## src/rtl/cfg_frame_pkg.sv

```systemverilog
// ============================================================================
// Module      : cfg_frame_pkg
// Description : Shared types and default geometry for column frame strobing.
// Revision    : 1.0 - initial release
// ============================================================================
`default_nettype none

package cfg_frame_pkg;

  typedef enum logic [1:0] {
    ST_IDLE   = 2'd0,
    ST_SETUP  = 2'd1,
    ST_STROBE = 2'd2,
    ST_HOLD   = 2'd3
  } strobe_state_t;

  localparam int c_default_frame_select_width = 5;
  localparam int c_default_frame_idx_width    = 5;
  localparam int c_default_max_frames_per_col = 20;

endpackage : cfg_frame_pkg

`default_nettype wire

```

## src/rtl/frame_onehot_dec.sv

```systemverilog
// ============================================================================
// Module      : frame_onehot_dec
// Description : Frame index to one-hot strobe decoder with range flag.
// Revision    : 1.0 - initial release
// ============================================================================
`default_nettype none

module frame_onehot_dec
  import cfg_frame_pkg::*;
#(
  parameter int FRAME_IDX_WIDTH    = c_default_frame_idx_width,
  parameter int MAX_FRAMES_PER_COL = c_default_max_frames_per_col
) (
  input  logic [FRAME_IDX_WIDTH-1:0]    i_frame,
  output logic [MAX_FRAMES_PER_COL-1:0] o_onehot,
  output logic                          o_in_range
);

  localparam logic [FRAME_IDX_WIDTH:0] c_frame_limit = (FRAME_IDX_WIDTH+1)'(MAX_FRAMES_PER_COL);

  // Out-of-range indices decode to all-zero, so the strobe can never be multi-hot.
  for (genvar i = 0; i < MAX_FRAMES_PER_COL; i++) begin : g_bit
    assign o_onehot[i] = (i_frame == FRAME_IDX_WIDTH'(i));
  end

  assign o_in_range = ({1'b0, i_frame} < c_frame_limit);

endmodule : frame_onehot_dec

`default_nettype wire

```

## src/rtl/column_frame_strobe_gen.sv

```systemverilog
// ============================================================================
// Module      : column_frame_strobe_gen
// Description : Per-column FrameStrobe generator with setup/strobe/hold timing.
// Revision    : 1.0 - initial release
// ============================================================================
`default_nettype none

module column_frame_strobe_gen
  import cfg_frame_pkg::*;
#(
  parameter int MAX_FRAMES_PER_COL = c_default_max_frames_per_col,
  parameter int FRAME_SELECT_WIDTH = c_default_frame_select_width,
  parameter int FRAME_IDX_WIDTH    = c_default_frame_idx_width,
  parameter int COL                = 0,
  parameter int SETUP_CYCLES       = 1,
  parameter int STROBE_CYCLES      = 2,
  parameter int HOLD_CYCLES        = 1
) (
  input  logic                          CLK,
  input  logic                          resetn,
  input  logic                          addr_valid,
  output logic                          addr_ready,
  input  logic [FRAME_SELECT_WIDTH-1:0] addr_col,
  input  logic [FRAME_IDX_WIDTH-1:0]    addr_frame,
  output logic [MAX_FRAMES_PER_COL-1:0] FrameStrobe,
  output logic                          busy,
  output logic                          err_range,
  input  logic                          err_clear
);

  localparam int c_max_ss  = (SETUP_CYCLES > STROBE_CYCLES) ? SETUP_CYCLES : STROBE_CYCLES;
  localparam int c_max_cyc = (c_max_ss > HOLD_CYCLES) ? c_max_ss : HOLD_CYCLES;
  localparam int c_cnt_w   = $clog2(c_max_cyc + 1);

  localparam logic [c_cnt_w-1:0] c_setup_ld  = c_cnt_w'((SETUP_CYCLES > 0) ? SETUP_CYCLES - 1 : 0);
  localparam logic [c_cnt_w-1:0] c_strobe_ld = c_cnt_w'(STROBE_CYCLES - 1);
  localparam logic [c_cnt_w-1:0] c_hold_ld   = c_cnt_w'((HOLD_CYCLES > 0) ? HOLD_CYCLES - 1 : 0);

  strobe_state_t                 r_state;
  logic [c_cnt_w-1:0]            r_cnt;
  logic [MAX_FRAMES_PER_COL-1:0] r_onehot;

  logic [MAX_FRAMES_PER_COL-1:0] w_onehot;
  logic                          w_in_range;
  logic                          w_accept;
  logic                          w_col_hit;

  frame_onehot_dec #(
    .FRAME_IDX_WIDTH    (FRAME_IDX_WIDTH),
    .MAX_FRAMES_PER_COL (MAX_FRAMES_PER_COL)
  ) u_dec (
    .i_frame    (addr_frame),
    .o_onehot   (w_onehot),
    .o_in_range (w_in_range)
  );

  assign w_accept  = addr_valid & addr_ready;
  assign w_col_hit = (addr_col == FRAME_SELECT_WIDTH'(COL));

  // Outputs are loaded alongside the state transition, so each one reflects
  // the state being entered and no addr_* path reaches FrameStrobe unregistered.
  always_ff @(posedge CLK or negedge resetn) begin
    if (!resetn) begin
      r_state     <= ST_IDLE;
      r_cnt       <= '0;
      r_onehot    <= '0;
      FrameStrobe <= '0;
      addr_ready  <= 1'b1;
      busy        <= 1'b0;
      err_range   <= 1'b0;
    end else begin
      if (err_clear) begin
        err_range <= 1'b0;
      end
      case (r_state)
        ST_IDLE: begin
          if (w_accept && w_col_hit) begin
            if (!w_in_range) begin
              err_range <= 1'b1;
            end else begin
              r_onehot   <= w_onehot;
              addr_ready <= 1'b0;
              busy       <= 1'b1;
              if (SETUP_CYCLES > 0) begin
                r_state <= ST_SETUP;
                r_cnt   <= c_setup_ld;
              end else begin
                r_state     <= ST_STROBE;
                r_cnt       <= c_strobe_ld;
                FrameStrobe <= w_onehot;
              end
            end
          end
        end
        ST_SETUP: begin
          if (r_cnt == '0) begin
            r_state     <= ST_STROBE;
            r_cnt       <= c_strobe_ld;
            FrameStrobe <= r_onehot;
          end else begin
            r_cnt <= r_cnt - 1'b1;
          end
        end
        ST_STROBE: begin
          if (r_cnt == '0) begin
            FrameStrobe <= '0;
            if (HOLD_CYCLES > 0) begin
              r_state <= ST_HOLD;
              r_cnt   <= c_hold_ld;
            end else begin
              r_state    <= ST_IDLE;
              addr_ready <= 1'b1;
              busy       <= 1'b0;
            end
          end else begin
            r_cnt <= r_cnt - 1'b1;
          end
        end
        ST_HOLD: begin
          if (r_cnt == '0) begin
            r_state    <= ST_IDLE;
            addr_ready <= 1'b1;
            busy       <= 1'b0;
          end else begin
            r_cnt <= r_cnt - 1'b1;
          end
        end
        default: begin
          r_state     <= ST_IDLE;
          FrameStrobe <= '0;
          addr_ready  <= 1'b1;
          busy        <= 1'b0;
        end
      endcase
    end
  end

endmodule : column_frame_strobe_gen

`default_nettype wire

```

## config.mk

```make
export PLATFORM = sky130hd
export DESIGN_NAME = column_frame_strobe_gen
export DESIGN_NICKNAME = d
export VERILOG_FILES = /design/src/rtl/cfg_frame_pkg.sv /design/src/rtl/frame_onehot_dec.sv /design/src/rtl/column_frame_strobe_gen.sv
export SDC_FILE = /design/constraint.sdc
export NUM_CORES = 1
export LEC_CHECK = 0
export ABC_AREA = 1
export CAP_MARGIN = 10
export CELL_PAD_IN_SITES_DETAIL_PLACEMENT = 0
export CELL_PAD_IN_SITES_GLOBAL_PLACEMENT = 1
export CORE_MARGIN = 2
export CORE_UTILIZATION = 40
export CTS_CLUSTER_SIZE = 24
export DETAILED_ROUTE_END_ITERATION = 8
export PLACE_DENSITY_LB_ADDON = 0.1
export SETUP_SLACK_MARGIN = 0.3
export SLEW_MARGIN = 20
export SYNTH_ARGS = -nofsm -noshare
export SYNTH_HDL_FRONTEND = slang
export SYNTH_SLANG_ARGS = --single-unit
```

## constraint.sdc

```tcl
create_clock -name CLK -period 3.25 [get_ports CLK]
set_input_delay 0.65 -clock CLK [delete_from_list [all_inputs] [get_ports CLK]]
set_output_delay 0.65 -clock CLK [all_outputs]
set_load 0.05 [all_outputs]
```

==> flow_metrics.py, run 1 <==
metrics = {
    "logic_synthesis": {
        "synth.cell_area_um2": 2330,
        "synth_commonest_cells": "nand2_1 (63), dfrtp_1 (46), nand3_1 (44)",
        "synth-seq-cells": 47,
        "ys_async_sr_fraction_pct": 100,
        "synthFlopType": "dfrtp_1",
        "synth_top_area_share_pct": 49.4,
        "yosysSeqAreaShare_pct": 50.5,
        "ys.warnings.count": 0,
        "synth_area_per_cell_um2": 8.60,
        "synthTopCellsByArea": "dfrtp_1 (49%), nand2_1 (10%), nand3_1 (9.4%)",
        "synth_edf_count": 0,
        "yosysMostFrequentCell": "nand2_1",
        "ys_types": 27,
        "syn_inst": 271,
        "syn_nets": 293,
        "yosys.area.top_type": "dfrtp_1",
    },
    "setup_path": {
        "crit_slowest_cell": "clkdlybuf4s50_1",
        "rr_startpoint": "r_state[0]",
        "worstRegToRegCells": 8,
        "crit_family": "buffers and inverters",
        "slowest_delay_ps": 800,
        "startpoint": "addr_ready",
        "worstSetupStartpointType": "register",
        "crit_end": "addr_ready",
        "r2r_slack_ps": 1340,
        "crit_buf_inv": 1,
        "critPathKind": "reg -> out",
        "path_cells": "clkdlybuf4s50_1",
        "cp.depth": 1,
        "timing.rr.end": "r_state[1]",
        "end_kind": "output port",
        "crit_fanout": 3,
        "worstPathRequired_ps": 2600,
        "cp.arrival_ps": 1650,
    },
    "floorplan": {
        "dieArea_um2": 6450,
        "core_um2": 5570,
        "io_pins": 37,
        "die_y_um": 80.3,
        "fp.dieW_um": 80.3,
        "start_util_pct": 41.8,
        "core.rowCount": 27,
    },
    "cts": {
        "cts_tree": "yes",
        "clock_latency_ps": 300,
        "ctsResizeCount": 0,
        "cts_buffers": 5,
        "clockBufferDepth": 2,
        "htreeDepth": 2,
        "clk_pin_slew_ps": 90,
        "postCtsHoldBufs": 0,
        "numClockSinks": 47,
        "cts_setup_buffers": 0,
        "cts-root-buf": "clkbuf_8",
    },
    "pwr": {
        "p_per_area_nw_per_um2": 350,
        "peakVddDrop_mv": 0.149,
        "finalPower_mw": 0.977,
        "leakagePower_nw": 1.40,
    },
    "drt": {
        "ant_nets": 0,
        "viasPerCell": 4.88,
        "drc": 0,
        "routed_wl_um": 4890,
        "dr.pass1.iters": 5,
        "initialDrtViolationCount": 128,
        "routedWlPerCell_um": 13.0,
        "dr_total_vias": 1836,
    },
    "global_routing": {
        "overflow": 0,
        "grt_pass1_wl_um": 8610,
        "antenna_found_initial": 0,
        "grt_use_total_pct": 17.3,
        "use_met3_pct": 3.71,
        "met1_usage_pct": 22.2,
        "grt.busiest_layer": "met2",
        "grt_max_degree": 48,
        "grt_pass1_vias": 1834,
        "met2_usage_pct": 28.9,
    },
    "sta": {
        "slew_violations": 0,
        "worst_pin_slew_ps": 676,
        "setup_viol": 0,
        "clock.fmax_mhz": 435,
        "fin_crit_sh_pct": 70.8,
        "finalHoldViolations": 0,
        "finalClockSkew_ps": 8.81,
        "period_needed_ps": 2300,
        "whs_ps": 352,
        "max_slew_margin_pct": 54.8,
        "rsz0062_at_grt": "false",
        "finalSetupTns_ps": 0,
    },
    "final_layout": {
        "n_antenna_cell": 0,
        "num-nets-final": 325,
        "area_growth_pct": 19.6,
        "final_util_pct": 50.0,
        "final_layout_size_suffix_gt1_share_pct": 11.8,
    },
    "placed_design": {
        "gp_congestion": 0.812,
        "dp_hpwl_um": 3340,
        "io_buffers": 36,
    },
    "worst_hold_path": {
        "hold_class": "in -> async",
    },
    "run": {
        "drv_cap": 0,
    },
    "run_status": {
        "status": "finished clean",
    },
}
[final cells by class]
cell class	count	area (um^2)
clock inverter	1	5.00
multi-input combinational	184	962
inverter	27	105
tap	72	90.1
timing repair buffer	38	373
clock buffer	7	76.3
sequential	47	1180
fill	585	2790
[power breakdown]
group / leakage, nW / internal (mW) / total, mW / switching, mW
clock network: 0.0422 / 0.151 / 0.341 / 0.189
registers: 0.653 / 0.584 / 0.584 / 0.0000000000000000153
logic: 0.701 / 0.0187 / 0.0522 / 0.0335
total: 1.40 / 0.754 / 0.977 / 0.223
[registers in the layout (all words and copies together), names as in the netlist]
register / count
err_range: 1
FrameStrobe: 20
addr_ready: 1
r_state: 2
r_onehot: 20
r_cnt: 2
busy: 1
[how the worst min path moves through the flow]
stage | start | endpoint | slack, ps | depth (start not counted)
floorplan | resetn | FrameStrobe[0] | 350 | 0
global placement | r_onehot[17] | r_onehot[17] | 470 | 2
detailed placement | addr_ready | addr_ready | 470 | 2
CTS | addr_ready | addr_ready | 480 | 2
global route | resetn | FrameStrobe[4] | 410 | 1
finish | resetn | FrameStrobe[8] | 350 | 1
[per-layer routing]
metal,routed length (um),part of all wire [%]
met5,0,0
met4,67,1.4
met1,2330,48
met2,2350,48
met3,141,2.9
[per-stage QoR]
stage,cells,setup WS [ps],instance area (um^2)
final,376,950,2790
after global routing,376,892,2790
after CTS,376,933,2790
after detailed placement,368,975,2710
after global placement,368,1010,2710
after floorplan,271,1690,2330
[worst reg2reg max path: cells and delay by family (launching register included)]
family	cells	cell delay, ps
adder cells (fa/ha/maj)	1	250
buffers and inverters	1	100
AND/OR/NAND/NOR	6	1060
flip-flops	1	400
[layout by cell type, fill, tap and decap left out]
cell type and n:
nand2_1 63, dfrtp_1 46, nand3_1 44, clkdlybuf4s50_1 35
inv_1 24, o21ai_0 24, o21ai_2 11, nor2_1 10
nand2_2 9, ha_1 8, o21ai_1 6, clkbuf_8 5
buf_4 3, clkinv_2 2, nand4_1 2, clkbuf_1 2
inv_2 1, nor2_2 1, o22ai_1 1, nor2_4 1
nor3_1 1, inv_4 1, a21oi_2 1, a21boi_0 1
o21a_1 1, dfstp_2 1
[cell families (layout without fill, tap and decap cells)]
kind of cell             Yosys count  in the layout  share of synthesized area (%)
AND/OR/NAND/NOR                  131            131                           25.1
flip-flops                        47             47                           50.5
AO/OA/AOI/OAI                     45             45                           11.9
buffers and inverters             40             73                           8.21
adder cells (fa/ha/maj)            8              8                           4.29
Note: power is estimated with default switching activity, not from simulation.
==> inputs of run 2 (changes only) <==
--- a/config.mk
+++ b/config.mk
@@ -10,7 +10,7 @@
 export CELL_PAD_IN_SITES_DETAIL_PLACEMENT = 0
 export CELL_PAD_IN_SITES_GLOBAL_PLACEMENT = 1
 export CORE_MARGIN = 2
-export CORE_UTILIZATION = 40
+export CORE_UTILIZATION = 36
 export CTS_CLUSTER_SIZE = 24
 export DETAILED_ROUTE_END_ITERATION = 8
 export PLACE_DENSITY_LB_ADDON = 0.1
==> constraint.sdc (replaced) <==
create_clock -name CLK -period 1.9 [get_ports CLK]
set_input_delay 0.38 -clock CLK [delete_from_list [all_inputs] [get_ports CLK]]
set_output_delay 0.38 -clock CLK [all_outputs]
set_load 0.05 [all_outputs]
==> run 2 against run 1 <==
Against the previous run:
- hold slack got worse by 320 ps
- critical path depth stayed put
- final cell count up 4.3%
- routed wire length up 3.7%
- via count rose by 1.4%
- core utilization is 4.5 points lower
- global-route usage shrank 2.0 points
- sequential share of layout area decreased by 1.2 points
- highest routed layer unchanged
==> flow_metrics.py, run 2 (synthesis gave the netlist of run 1 again) <==
metrics = {
    "cts": {
        "numClockSinks": 47,
        "cts_buffers": 5,
        "cts-root-buf": "clkbuf_8",
        "clockBufferDepth": 2,
        "htreeDepth": 2,
        "clock_latency_ps": 310,
        "clk_pin_slew_ps": 100,
        "cts_tree": "yes",
    },
    "floorplan": {
        "fp.dieW_um": 84.5,
        "dieArea_um2": 7130,
        "die_y_um": 84.5,
        "io_pins": 37,
        "core_um2": 6310,
        "core.rowCount": 29,
        "start_util_pct": 36.9,
    },
    "placed_design": {
        "gp_congestion": 0.818,
        "dp_hpwl_um": 3520,
        "dp_slack_ps": 92.0,
        "dpl.cell_count": 381,
        "io_buffers": 36,
    },
    "final_layout": {
        "finalNonFillerCells": 392,
        "num-nets-final": 336,
        "n_antenna_cell": 0,
        "reg_top3": "FrameStrobe x20, r_onehot x20",
        "area_growth_pct": 23.3,
        "final_common_cell": "nand2_1",
        "most-common-layout-cells": "nand2_1 (63), dfrtp_1 (46), nand3_1 (44), buf_4 (25), o21ai_0 (24)",
        "final_layout_size_suffix_gt1_share_pct": 21.9,
    },
    "setup_path": {
        "worstPathRequired_ps": 1520,
        "crit_family": "buffers and inverters",
        "rr_startpoint": "r_cnt[0]",
        "end_kind": "output port",
        "crit_fanout": 2,
        "cp.arrival_ps": 1180,
        "worstSetupStartpointType": "register",
        "path_cells": "dlygate4sd2_1",
        "crit_slowest_cell": "dlygate4sd2_1",
        "slowest_delay_ps": 530,
        "critPathKind": "reg -> out",
        "crit_buf_inv": 1,
        "startpoint": "err_range",
    },
    "drt": {
        "viasPerCell": 4.75,
        "routed_wl_um": 5070,
        "dr.pass1.iters": 4,
        "initialDrtViolationCount": 118,
        "drc": 0,
        "dr_total_vias": 1862,
        "routedWlPerCell_um": 12.9,
        "ant_nets": 0,
    },
    "run_status": {
        "status": "finished clean",
    },
    "sta": {
        "fin_crit_sh_pct": 81.9,
        "finalClockSkew_ps": 12.8,
        "finalSetupTns_ps": 0,
        "setup_ws_ps": 345,
        "clock.fmax_mhz": 643,
        "slew_violations": 0,
        "worst_pin_slew_ps": 485,
        "period_needed_ps": 1560,
        "rsz0062_at_grt": "false",
        "max_slew_margin_pct": 67.8,
        "setup_viol": 0,
        "finalHoldViolations": 0,
    },
    "pwr": {
        "finalPower_mw": 1.71,
        "p_per_area_nw_per_um2": 596,
        "peakVddDrop_mv": 0.286,
        "leakagePower_nw": 1.51,
    },
    "run": {
        "drv_cap": 0,
    },
    "global_routing": {
        "antenna_found_initial": 0,
        "overflow": 0,
        "grt_pass1_wl_um": 8790,
        "grt_max_degree": 48,
        "grt_pass1_vias": 1866,
        "grt_use_total_pct": 15.3,
    },
    "worst_hold_path": {
        "hold_class": "in -> async",
    },
}
-- run 2: cell types whose count changed in the layout (fill, tap and decap cells not counted), moves of 3 or more --
cell             before  now
buf_4                 3   25
clkdlybuf4s50_1      35   12
dlygate4sd2_1         0    3
clkdlybuf4s15_1       0    4
-- run 2: layout make-up --
cell class	count	area (um^2)
Fill cell	665	3440
Inverter	27	105
Multi-Input combinational cell	184	980
Timing Repair Buffer	49	427
Clock inverter	3	20.0
Tap cell	77	96.3
Sequential cell	47	1180
Clock buffer	5	68.8
-- run 2: repair_timing --
item	4_1_cts	5_1_grt
hold buffers	0	0
gates cloned	0	0
buffers inserted	0	3
endpoints found under the setup margin	11	26
pin swaps	0	1
gates resized for setup	10	12
-- run 2: power by group --
part / switching [mW] / leakage, nW / total [mW] / internal [mW]
sequential: 0.0000000000000000222 / 0.653 / 0.999 / 0.999
clock: 0.358 / 0.0402 / 0.614 / 0.257
combinational: 0.0608 / 0.813 / 0.100 / 0.0393
-- run 2: final timing paths --
path,end,slack [ps],depth (start not counted)
max in group asynchronous,addr_ready,1570,2
worst max-delay path,err_range,340,1
min in group CLK,r_onehot[12],490,2
worst min-delay path,FrameStrobe[8],30,2
worst max register to register,busy,440,8
worst min register to register,r_onehot[12],490,2
-- run 2: through the flow --
step / hold WS [ps] / utilization, % / area [um^2]
final: 31.8 / 45.5 / 2870
after global routing: 55.6 / 45.5 / 2870
after CTS: 50.0 / 44.8 / 2830
after detailed placement: 390 / 43.5 / 2750
after global placement: 389 / 43.5 / 2750
after floorplan: 84.4 / - / 2330
-- run 2: routing by layer --
| layer | vias to the layer above | GRT usage [%] | wire length, um |
|---|---|---|---|
| li1 | 961 | - | - |
| met1 | 865 | 19.6 | 2430 |
| met2 | 30 | 25.9 | 2390 |
| met3 | 6 | 3.34 | 173 |
| met4 | 0 | 4.76 | 67 |
| met5 | - | 0 | 0 |
